===== src/rtl/fetch.sv =====
// rtl/fetch.sv - instruction fetch stage: in-order imem requests, response FIFO, redirect flush
module fetch #(
  parameter logic [31:0] RESET_PC = 32'h0000_0000,
  parameter int          DEPTH    = 4,
  parameter int          MAX_OUT  = 2
) (
  input  logic        clk,
  input  logic        reset,
  output logic        imem_req,
  output logic [31:0] imem_addr,
  input  logic        imem_gnt,
  input  logic        imem_rvalid,
  input  logic [31:0] imem_rdata,
  input  logic        pc_v_x,
  input  logic [31:0] pc_x,
  output logic        inst_v_f,
  output logic [31:0] inst_f,
  output logic [31:0] pc_f
);
  localparam int          AW        = $clog2(DEPTH);
  localparam int          CW        = $clog2(MAX_OUT + 1);
  localparam logic [31:0] MAX_OUT_U = MAX_OUT;
  localparam logic [31:0] DEPTH_U   = DEPTH;
  localparam logic [AW:0] FULL_CNT  = (AW + 1)'(DEPTH);

  logic          started;
  logic [31:0]   fetch_pc;
  logic [31:0]   resp_pc;
  logic [31:0]   last_pc;
  logic [31:0]   last_inst;
  logic [CW-1:0] live;
  logic [CW-1:0] kill;
  logic [AW:0]   wr_ptr;
  logic [AW:0]   rd_ptr;
  logic [AW:0]   count;
  logic [31:0]   pc_mem   [DEPTH];
  logic [31:0]   inst_mem [DEPTH];
  logic          fire;
  logic          drop;
  logic          push;
  logic          empty;
  logic [31:0]   redirect_pc;

  assign count       = wr_ptr - rd_ptr;
  assign empty       = (count == '0);
  assign redirect_pc = pc_x & ~32'h3;

  // Credits: bounded in-flight requests, and every kept response must find a free FIFO slot.
  assign imem_req  = started
                   && ((32'(live) + 32'(kill)) < MAX_OUT_U)
                   && ((32'(count) + 32'(live)) < DEPTH_U);
  assign imem_addr = fetch_pc;
  assign fire      = imem_req & imem_gnt;
  assign drop      = imem_rvalid & (kill != '0);
  assign push      = imem_rvalid & ~drop & ~pc_v_x;

  assign inst_v_f = ~empty & ~pc_v_x;
  assign pc_f     = empty ? last_pc   : pc_mem[rd_ptr[AW-1:0]];
  assign inst_f   = empty ? last_inst : inst_mem[rd_ptr[AW-1:0]];

  always_ff @(posedge clk or negedge reset) begin
    if (!reset) begin
      started   <= 1'b0;
      fetch_pc  <= RESET_PC;
      resp_pc   <= RESET_PC;
      live      <= '0;
      kill      <= '0;
      wr_ptr    <= '0;
      rd_ptr    <= '0;
      last_pc   <= '0;
      last_inst <= '0;
    end else begin
      started <= 1'b1;
      if (pc_v_x) begin
        // Everything in flight becomes wrong-path; one credit returns if a response lands now.
        fetch_pc <= redirect_pc;
        resp_pc  <= redirect_pc;
        kill     <= kill + live + CW'(fire) - CW'(imem_rvalid);
        live     <= '0;
        rd_ptr   <= wr_ptr;
      end else begin
        if (fire) fetch_pc <= fetch_pc + 32'd4;
        live <= live + CW'(fire) - CW'(imem_rvalid & ~drop);
        if (drop) kill <= kill - CW'(1);
        if (push) begin
          wr_ptr  <= wr_ptr + 1'b1;
          resp_pc <= resp_pc + 32'd4;
        end
        if (inst_v_f) begin
          rd_ptr    <= rd_ptr + 1'b1;
          last_pc   <= pc_f;
          last_inst <= inst_f;
        end
      end
    end
  end

  always_ff @(posedge clk) begin
    if (push) begin
      pc_mem[wr_ptr[AW-1:0]]   <= resp_pc;
      inst_mem[wr_ptr[AW-1:0]] <= imem_rdata;
    end
  end

  fifo_no_overflow: assert property (@(posedge clk) disable iff (!reset)
    !(push && (count == FULL_CNT)));

endmodule


===== config.mk =====
export PLATFORM = sky130hd
export DESIGN_NAME = fetch
export DESIGN_NICKNAME = d
export VERILOG_FILES = /design/src/rtl/fetch.sv
export SDC_FILE = /design/constraint.sdc
export NUM_CORES = 1
export LEC_CHECK = 0
export BUFFER_PORTS_ARGS = -buffer_cell sky130_fd_sc_hd__buf_4
export CORE_ASPECT_RATIO = 0.9
export CORE_UTILIZATION = 57
export DETAILED_ROUTE_END_ITERATION = 10
export PLACE_DENSITY = 0.85
export SLEW_MARGIN = 40
export SYNTH_ARGS = -nofsm -noshare
export SYNTH_HDL_FRONTEND = slang
export SYNTH_SLANG_ARGS = --single-unit

===== constraint.sdc =====
create_clock -name clk -period 4.8 [get_ports clk]
set_input_delay 0.96 -clock clk [delete_from_list [all_inputs] [get_ports clk]]
set_output_delay 0.96 -clock clk [all_outputs]
set_load 0.01 [all_outputs]

# Word-level counts from Yosys, hierarchy flattened
# Memories as Yosys holds them, arrays and structs flattened.
# Cells that the tools add are included.
# op_classes
add_sub_neg	13
magnitude_cmp	2
n_mux	13
n_bitwise	10
n_reduce_logical	10
# op_table
op	n
$mux 32	6
$add 32x3->32 const B	2
$reduce_bool 2->1	5
$add 3x1->3 const B	2
$mux 2	3
$mux 3	2
$and 1x1->1	5
$add 2x1->2	2
$add 3x2->4	1
$lt 4x3->1 const B	1
$reduce_and 2->1	2
$add 2x2->3	1
$logic_not 3->1	1
$lt 3x2->1 const B	1
$not 1->1	3
$sub 3x3->3	1
$add 2x2->2	1
$and 1x2->2	1
$logic_and 1x1->1	2
$mux 1	2
$not 1->2	1
$sub 2x1->2	1
$sub 2x1->2 const B	1
$sub 2x2->2	1
# totals
reg_bits	139
mem_bits_rw	256
wordCells	59
n_memories	2
# memory_table
memory	depth	width	read_ports	rd_ports_with_merged_regs	wr	line_no	text
inst_mem	4	32	1	0	1	37	logic [31:0] inst_mem [DEPTH];
pc_mem	4	32	1	0	1	36	logic [31:0] pc_mem [DEPTH];

# Depth between registers and ports, before layout
# Gate-level depths: netlist of run 1.
# depth
ltp_word	8
depth_mapped	13

# Least setup slack after synthesis of run 1
# No wires, ideal clock.
# synth_path
kind	reg-to-output
from	register rd_ptr[1]
to	output inst_f[0]
arrival_time_ns	2.628
setup_slack_ns	1.212
stages_incl_launch_ff	11
path_cell_list	dfrtp_1 > clkbuf_1 > clkbuf_1 > inv_1 > fa_1 > xor3_2 > and3b_1 > buf_4 > buf_6 > buf_6 > mux2_2
# synth_via
elab_chain_len	3
# synth_lines
item	line_no	text
start: declaration	34	logic [AW:0] rd_ptr;
start signal: assignment	80	rd_ptr <= wr_ptr;
start signal: assignment	90	rd_ptr <= rd_ptr + 1'b1;
$sub 3x3->3	44	assign count = wr_ptr - rd_ptr;
$logic_not 3->1	45	assign empty = (count == '0);
$mux 32 (*)	59	assign inst_f = empty ? last_inst : inst_mem[rd_ptr[AW-1:0]];
end: declaration	17	output logic [31:0] inst_f,
# Every way passes the cells marked *; elsewhere a longest branch is shown, timed or not.

# Worst setup path after layout of run 1
# layout_path
from	register wr_ptr[0]
to	output inst_f[6]
# layout_via
elab_chain_len	3
# layout_lines
item	line_no	text
start: declaration	33	logic [AW:0] wr_ptr;
start signal: assignment	86	wr_ptr <= wr_ptr + 1'b1;
$sub 3x3->3	44	
$logic_not 3->1	45	
$mux 32	59	
# Every way passes these cells.

==> results by group, run 1 <==
Status
  • Run status: finished clean

Pwr
  • Power density cells: 636 mW/mm²
  • Static Leak: 7.33 nW
  • Switch share: 0.313
  • Design Power: 0.0124 W
  • Clock share of power: 0.234
  • Sw Pwr: 0.00387 W
  • Max rail drop VDD: 0.389 mV
  • Internal: 0.00850 W
  • Seq pwr share: 0.356
  • Comb power frac: 0.410

STA
  • PnR worst setup slack: 0.421 ns
  • Final setup viols: 0
  • Min Hold Slack: 0.267 ns
  • Fin Setup TNS: 0 ns
  • Fin. max-slew vios: 0
  • Clock skew: 0.0304 ns
  • RSZ-0062 raised after global routing: false
  • Tmin final: 4.38 ns
  • Final Hold Vio Count: 0
  • Tcrit/Tclk final: 0.912
  • FMAX: 228 MHz
  • Worst Max-Slew Pin Slew: 0.780 ns
  • Slew HR: 0.480

Critical path
  • Worst-path fanout max: 27
  • Startpoint types: flop
  • R2R depth: 11
  • WP data required: 3.84 ns
  • Crit. End Element: primary output
  • Crit path kind: reg -> out
  • R2R Setup Slk: 1.36 ns
  • Arrival @ worst endpoint: 3.42 ns

CTS
  • Worst-skew pair later-pin latency: 0.53 ns
  • Post-CTS sizing: 0
  • Clock-pin slew on the worst setup and hold paths: 0.06 ns
  • Num CTS Buffers: 39
  • H-tree depth: 2
  • CTS Root Cell: clkbuf_16
  • Setup Buffers After CTS: 0
  • TritonCTS clock tree: built
  • CTS Sinks: 383
  • CTS hold repair buffers: 0
  • Clock Path Buffers: 3

Yosys
  • Ranking of synthesized cells by area: edfxtp_1, dfrtp_1, mux4_2
  • Post-synth top area share: 0.448
  • Cell area after synthesis: 0.0166 mm²
  • Number of library cell types mapped by synthesis: 56
  • Seq/Total Area, Yosys: 0.651
  • Largest area contributor in the netlist: edfxtp_1
  • Ys Warns: 0
  • Top FF cell, synth: edfxtp_1
  • #FFs+latches synth: 383
  • FFs w/ async S/R, synth: 0.352
  • EDFF count, synth: 248
  • Leading cell type by number of instances after synthesis: edfxtp_1
  • Most frequent cells after synthesis: edfxtp_1, dfrtp_1, mux2_2, mux4_2, mux2_4
  • Syn_area_per_cell: 17.3 µm²
  • Cells after synthesis: 959

Route
  • DR iter-0 viols: 678
  • Wire per inst: 22.7 µm
  • Post-DR vias/cell: 6.03
  • WL final: 34.5 mm
  • TritonRoute pass-1 iters: 5
  • DRC violations left: 0
  • Antenna violation net count after detailed routing: 0
  • Total vias in the final route: 9160

Min path
  • HP Class: in -> async

Die
  • CORE AREA: 0.0283 mm²
  • Ports: 167
  • Site Rows: 58
  • Die span in x: 182 µm
  • Height of the die: 164 µm
  • Die area: 0.0299 mm²
  • Starting Density: 0.588

Finish
  • Share of post-route cells with drive strength above 1: 0.407
  • Fill count: 1796
  • Post-route insts no fill: 1520
  • Area growth syn-to-layout: 16.9%
  • # diodes: 0
  • # nets final: 1216

Global route
  • Total global routing overflow: 0
  • Antenna violations before repair: 0
  • Total Routing Usage GR: 0.241
  • Largest net degree at the start of global routing: 95
  • First-pass GRT wire length: 54.4 mm
  • Vias in the first global route: 9562

Place
  • Dpl cells: 1448
  • Worst slack, placed: 1.07 ns
  • I/O Buffers: 162
  • Routability cong.: 0.868
  • Post-DP HPWL: 21.1 mm

Flow run
  • MaxCap Viol Count: 0
sequential cells by signal, summed over array words and instances, names as in the netlist:
name	cells
started	1
live	2
last_pc	32
resp_pc	30
kill	2
wr_ptr	3
imem_addr	30
rd_ptr	3
last_inst	32
inst_mem	128
pc_mem	120
layer usage:
layer | track usage | vias to the layer above | wire length (µm) | share of wire
met4 | 0.0695 | 0 | 753 | 0.022
met5 | 0 | - | 0 | 0
met2 | 0.401 | 389 | 17000 | 0.49
met1 | 0.326 | 4674 | 14300 | 0.41
li1 | - | 4039 | - | -
met3 | 0.0461 | 58 | 2470 | 0.071
final timing paths:
check | startpoint | end
worst min register to register | last_pc[1] | last_pc[1]
worst min-delay path | reset | resp_pc[7]
worst max-delay path | wr_ptr[0] | inst_f[6]
min in group clk | last_pc[1] | last_pc[1]
max in group asynchronous | reset | last_pc[18]
worst max register to register | wr_ptr[0] | imem_addr[27]
cell families (layout without fill, tap and decap cells):
kind of cell / Yosys count / after routing / synth area share
adder cells (fa/ha/maj): 17 / 17 / 0.0141
AND/OR/NAND/NOR: 168 / 168 / 0.0595
other: 2 / 3 / 0.000451
flip-flops: 383 / 383 / 0.651
buffers and inverters: 66 / 266 / 0.0237
AO/OA/AOI/OAI: 39 / 39 / 0.0145
multiplexers: 226 / 226 / 0.205
XOR/XNOR: 58 / 58 / 0.0315
through the flow:
step | util | cell area (µm²)
3_3_place_gp | 0.642 | 18200
2_1_floorplan | - | 16600
6_report | 0.687 | 19400
3_5_place_dp | 0.643 | 18200
4_1_cts | 0.686 | 19400
5_1_grt | 0.687 | 19400
power by group through the flow:
stage / Sequential [W] / Combinational, W / Clock (W)
floorplan: 0.00434 / 0.00346 / 0
global placement: 0.00439 / 0.00496 / 0
detailed placement: 0.00443 / 0.00506 / 0
CTS: 0.00439 / 0.00513 / 0.00295
global route: 0.00445 / 0.00542 / 0.00307
finish: 0.00440 / 0.00507 / 0.00290
critical path: stages, from the launching register on:
cell and delay [ns]:
dfrtp_1 0.42, inv_1 0.18, ha_1 0.19, inv_1 0.07
fa_1 0.41, xor3_2 0.33, and3b_4 0.49, buf_12 0.26
mux2_2 0.38, buf_4 0.15
cell usage in the layout, fill, tap and decap left out, drive strengths merged, types with 26 or more instances in the layout:
cell    count
buf       176
clkbuf     60
dfrtp     135
edfxtp    248
mux2      161
mux4       62
nand2      26
nor2       27
xnor2      31
xor2       26
area by class of cell:
class / count / area, µm² / area share
inverter: 19 / 71.3 / 0.00367
sequential: 383 / 10800 / 0.557
multi-input combinational: 511 / 5430 / 0.279
tap: 360 / 450 / 0.0232
clock buffer: 60 / 1080 / 0.0558
timing repair buffer: 176 / 1440 / 0.0743
clock inverter: 11 / 133 / 0.00682
(Power assumes the default switching activity.)
==> run 2, diff against run 1 <==
--- a/config.mk
+++ b/config.mk
@@ -8,6 +8,7 @@
 export BUFFER_PORTS_ARGS = -buffer_cell sky130_fd_sc_hd__buf_4
 export CORE_ASPECT_RATIO = 0.9
 export CORE_UTILIZATION = 57
+export CTS_BUF_LIST = sky130_fd_sc_hd__clkbuf_4 sky130_fd_sc_hd__clkbuf_8 sky130_fd_sc_hd__clkbuf_16
 export DETAILED_ROUTE_END_ITERATION = 10
 export PLACE_DENSITY = 0.85
 export SLEW_MARGIN = 40
==> constraint.sdc (replaced) <==
create_clock -name clk -period 5.7 [get_ports clk]
set_input_delay 1.14 -clock clk [delete_from_list [all_inputs] [get_ports clk]]
set_output_delay 1.14 -clock clk [all_outputs]
set_load 0.01 [all_outputs]
==> results by group, run 2 (synthesis gave the netlist of run 1 again) <==
Route
  • TritonRoute pass-1 iters: 5 (unchanged)
  • Post-DR vias/cell: 6.00 (-0.41%)
  • Total vias in the final route: 9116 (-0.48%)
  • Uppermost layer routed: met4
  • Met2 WL: 16.7 mm (-1.8%)
  • WL met1: 14.3 mm (-0.45%)
  • Met3 WL: 2.10 mm (-15%)
  • DRC violations left: 0 (unchanged)
  • Wire per inst: 22.2 µm (-2.3%)
  • DR iter-0 viols: 667 (-1.6%)
  • WL final: 33.7 mm (-2.3%)
  • Antenna violation net count after detailed routing: 0 (unchanged)

Critical path
  • Crit path kind: reg -> out
  • Max incr delay on CP: 0.80 ns (+0.31 ns)
  • Crit path top cell by count: buf_4
  • Critical path's slowest cell: dfrtp_4
  • CP Depth: 9 (unchanged)
  • Critical Path, Cell by Cell: ha_1 -> inv_1 -> fa_1 -> xor3_2 -> and3b_4 -> buf_12 -> buf_4 -> mux2_2 -> buf_4
  • Startpoint types: flop
  • Arrival @ worst endpoint: 3.96 ns (+0.54 ns)
  • WP data required: 4.56 ns (+0.72 ns)
  • Worst-path fanout max: 29 (+7.4%)
  • Crit. End Element: primary output
  • Critical path's top delay family: flip-flops
  • R2R Setup Slk: 1.49 ns (+0.13 ns)
  • CP Buf/Inv Count: 4 (unchanged)
  • R2R depth: 10 (-1)

Global route
  • Largest net degree at the start of global routing: 93 (-2.1%)
  • Antenna violations before repair: 0 (unchanged)
  • Vias in the first global route: 9364 (-2.1%)
  • Total Routing Usage GR: 0.233 (-0.00721)
  • First-pass GRT wire length: 53.1 mm (-2.5%)
  • Total global routing overflow: 0 (unchanged)

Finish
  • Share of post-route cells with drive strength above 1: 0.421 (+0.0142)
  • # nets final: 1217 (+0.082%)
  • # diodes: 0 (unchanged)
  • Finished Cell Area: 0.0194 mm² (-0.26%)
  • Area growth syn-to-layout: 16.6%
  • Core Util, Final: 0.685 (-0.00177)
  • Max FFs per register: 128 (unchanged)
  • Most common cell after layout, fill and taps aside: edfxtp_1
  • Fill count: 1836 (+2.2%)
  • Most frequent cells in the layout: edfxtp_1, buf_4, dfrtp_1, mux2_2, mux4_2

Die
  • Starting Density: 0.588 (unchanged)
  • Die area: 0.0299 mm² (unchanged)
  • Height of the die: 164 µm (unchanged)
  • CORE AREA: 0.0283 mm² (unchanged)
  • Site Rows: 58 (unchanged)
  • Ports: 167 (unchanged)
  • Die span in x: 182 µm (unchanged)

Place
  • Routability cong.: 0.892 (+2.8%)
  • Post-DP HPWL: 21.2 mm (+0.46%)
  • I/O Buffers: 162 (unchanged)
  • Worst slack, placed: 1.09 ns (+0.0149 ns)
  • Placed standard-cell area: 0.0181 mm² (-0.33%)

STA
  • Fin. max-slew vios: 0 (unchanged)
  • Final Hold Vio Count: 0 (unchanged)
  • RSZ-0062 raised after global routing: false
  • Clock skew: 0.0222 ns (-0.00820 ns)
  • Tcrit/Tclk final: 0.895
  • Worst Max-Slew Pin Slew: 0.734 ns (-0.0456 ns)
  • PnR worst setup slack: 0.598 ns (+0.177 ns)
  • Tmin final: 5.10 ns
  • FMAX: 196 MHz
  • Fin Setup TNS: 0 ns (unchanged)
  • Slew HR: 0.510 (+0.0304)
  • Final setup viols: 0 (unchanged)

Pwr
  • Max rail drop VDD: 0.337 mV (-13%)
  • Design Power: 0.0103 W (-16%)
  • Static Leak: 7.36 nW (+0.37%)
  • Power density cells: 533 mW/mm² (-16%)

CTS
  • H-tree depth: 2 (unchanged)
  • Clock-pin slew on the worst setup and hold paths: 0.06 ns (about the same)
  • CTS Root Cell: clkbuf_16
  • Clock Path Buffers: 3 (unchanged)
  • CTS hold repair buffers: 0 (unchanged)
  • Post-CTS sizing: 0 (unchanged)
  • TritonCTS clock tree: built
  • Setup Buffers After CTS: 0 (unchanged)
  • CTS Sinks: 383 (unchanged)
  • Worst-skew pair later-pin latency: 0.52 ns (about the same)
  • Num CTS Buffers: 38 (-2.6%)

Min path
  • HP Class: reg -> reg
  • WHS Path Cells: 1

Flow run
  • MaxCap Viol Count: 0 (unchanged)

Status
  • Run status: finished clean
run 2: cell count changes in the layout (fill, tap and decap cells not counted), sizes merged:
cell | previous run | this run
clkbuf | 60 | 56
buf | 176 | 178
clkinv | 7 | 8
run 2: power breakdown:
part           internal, W  total, W  switching, W
clock              0.00145   0.00244      0.000993
combinational      0.00230   0.00414       0.00184
sequential         0.00341   0.00375      0.000345
total              0.00716    0.0103       0.00318
run 2: worst paths after layout:
check | from | endpoint
min in group asynchronous | reset | last_inst[15]
setup / recovery | rd_ptr[0] | inst_f[5]
max in group asynchronous | reset | rd_ptr[1]
setup reg to reg | rd_ptr[0] | last_inst[5]
hold / removal | last_inst[13] | last_inst[13]
hold reg to reg | last_inst[13] | last_inst[13]
run 2: routing by layer:
metal,track usage,vias to the layer above
met1,0.327,4688
li1,-,4040
met4,0.0607,0
met3,0.0353,49
met2,0.388,339
met5,0,-
run 2: layout make-up:
type / count / area, µm² / area share
clock inverter: 12 / 118 / 0.00607
multi-input combinational: 511 / 5430 / 0.280
clock buffer: 56 / 1110 / 0.0572
timing repair buffer: 178 / 1380 / 0.0714
inverter: 19 / 71.3 / 0.00368
sequential: 383 / 10800 / 0.559
tap: 360 / 450 / 0.0232
run 2: stage by stage:
step	std cells	hold slack, ns
after floorplan	960	0.455
after global placement	1449	0.475
after detailed placement	1450	0.485
after CTS	1518	0.505
after global routing	1519	0.517
final	1519	0.505
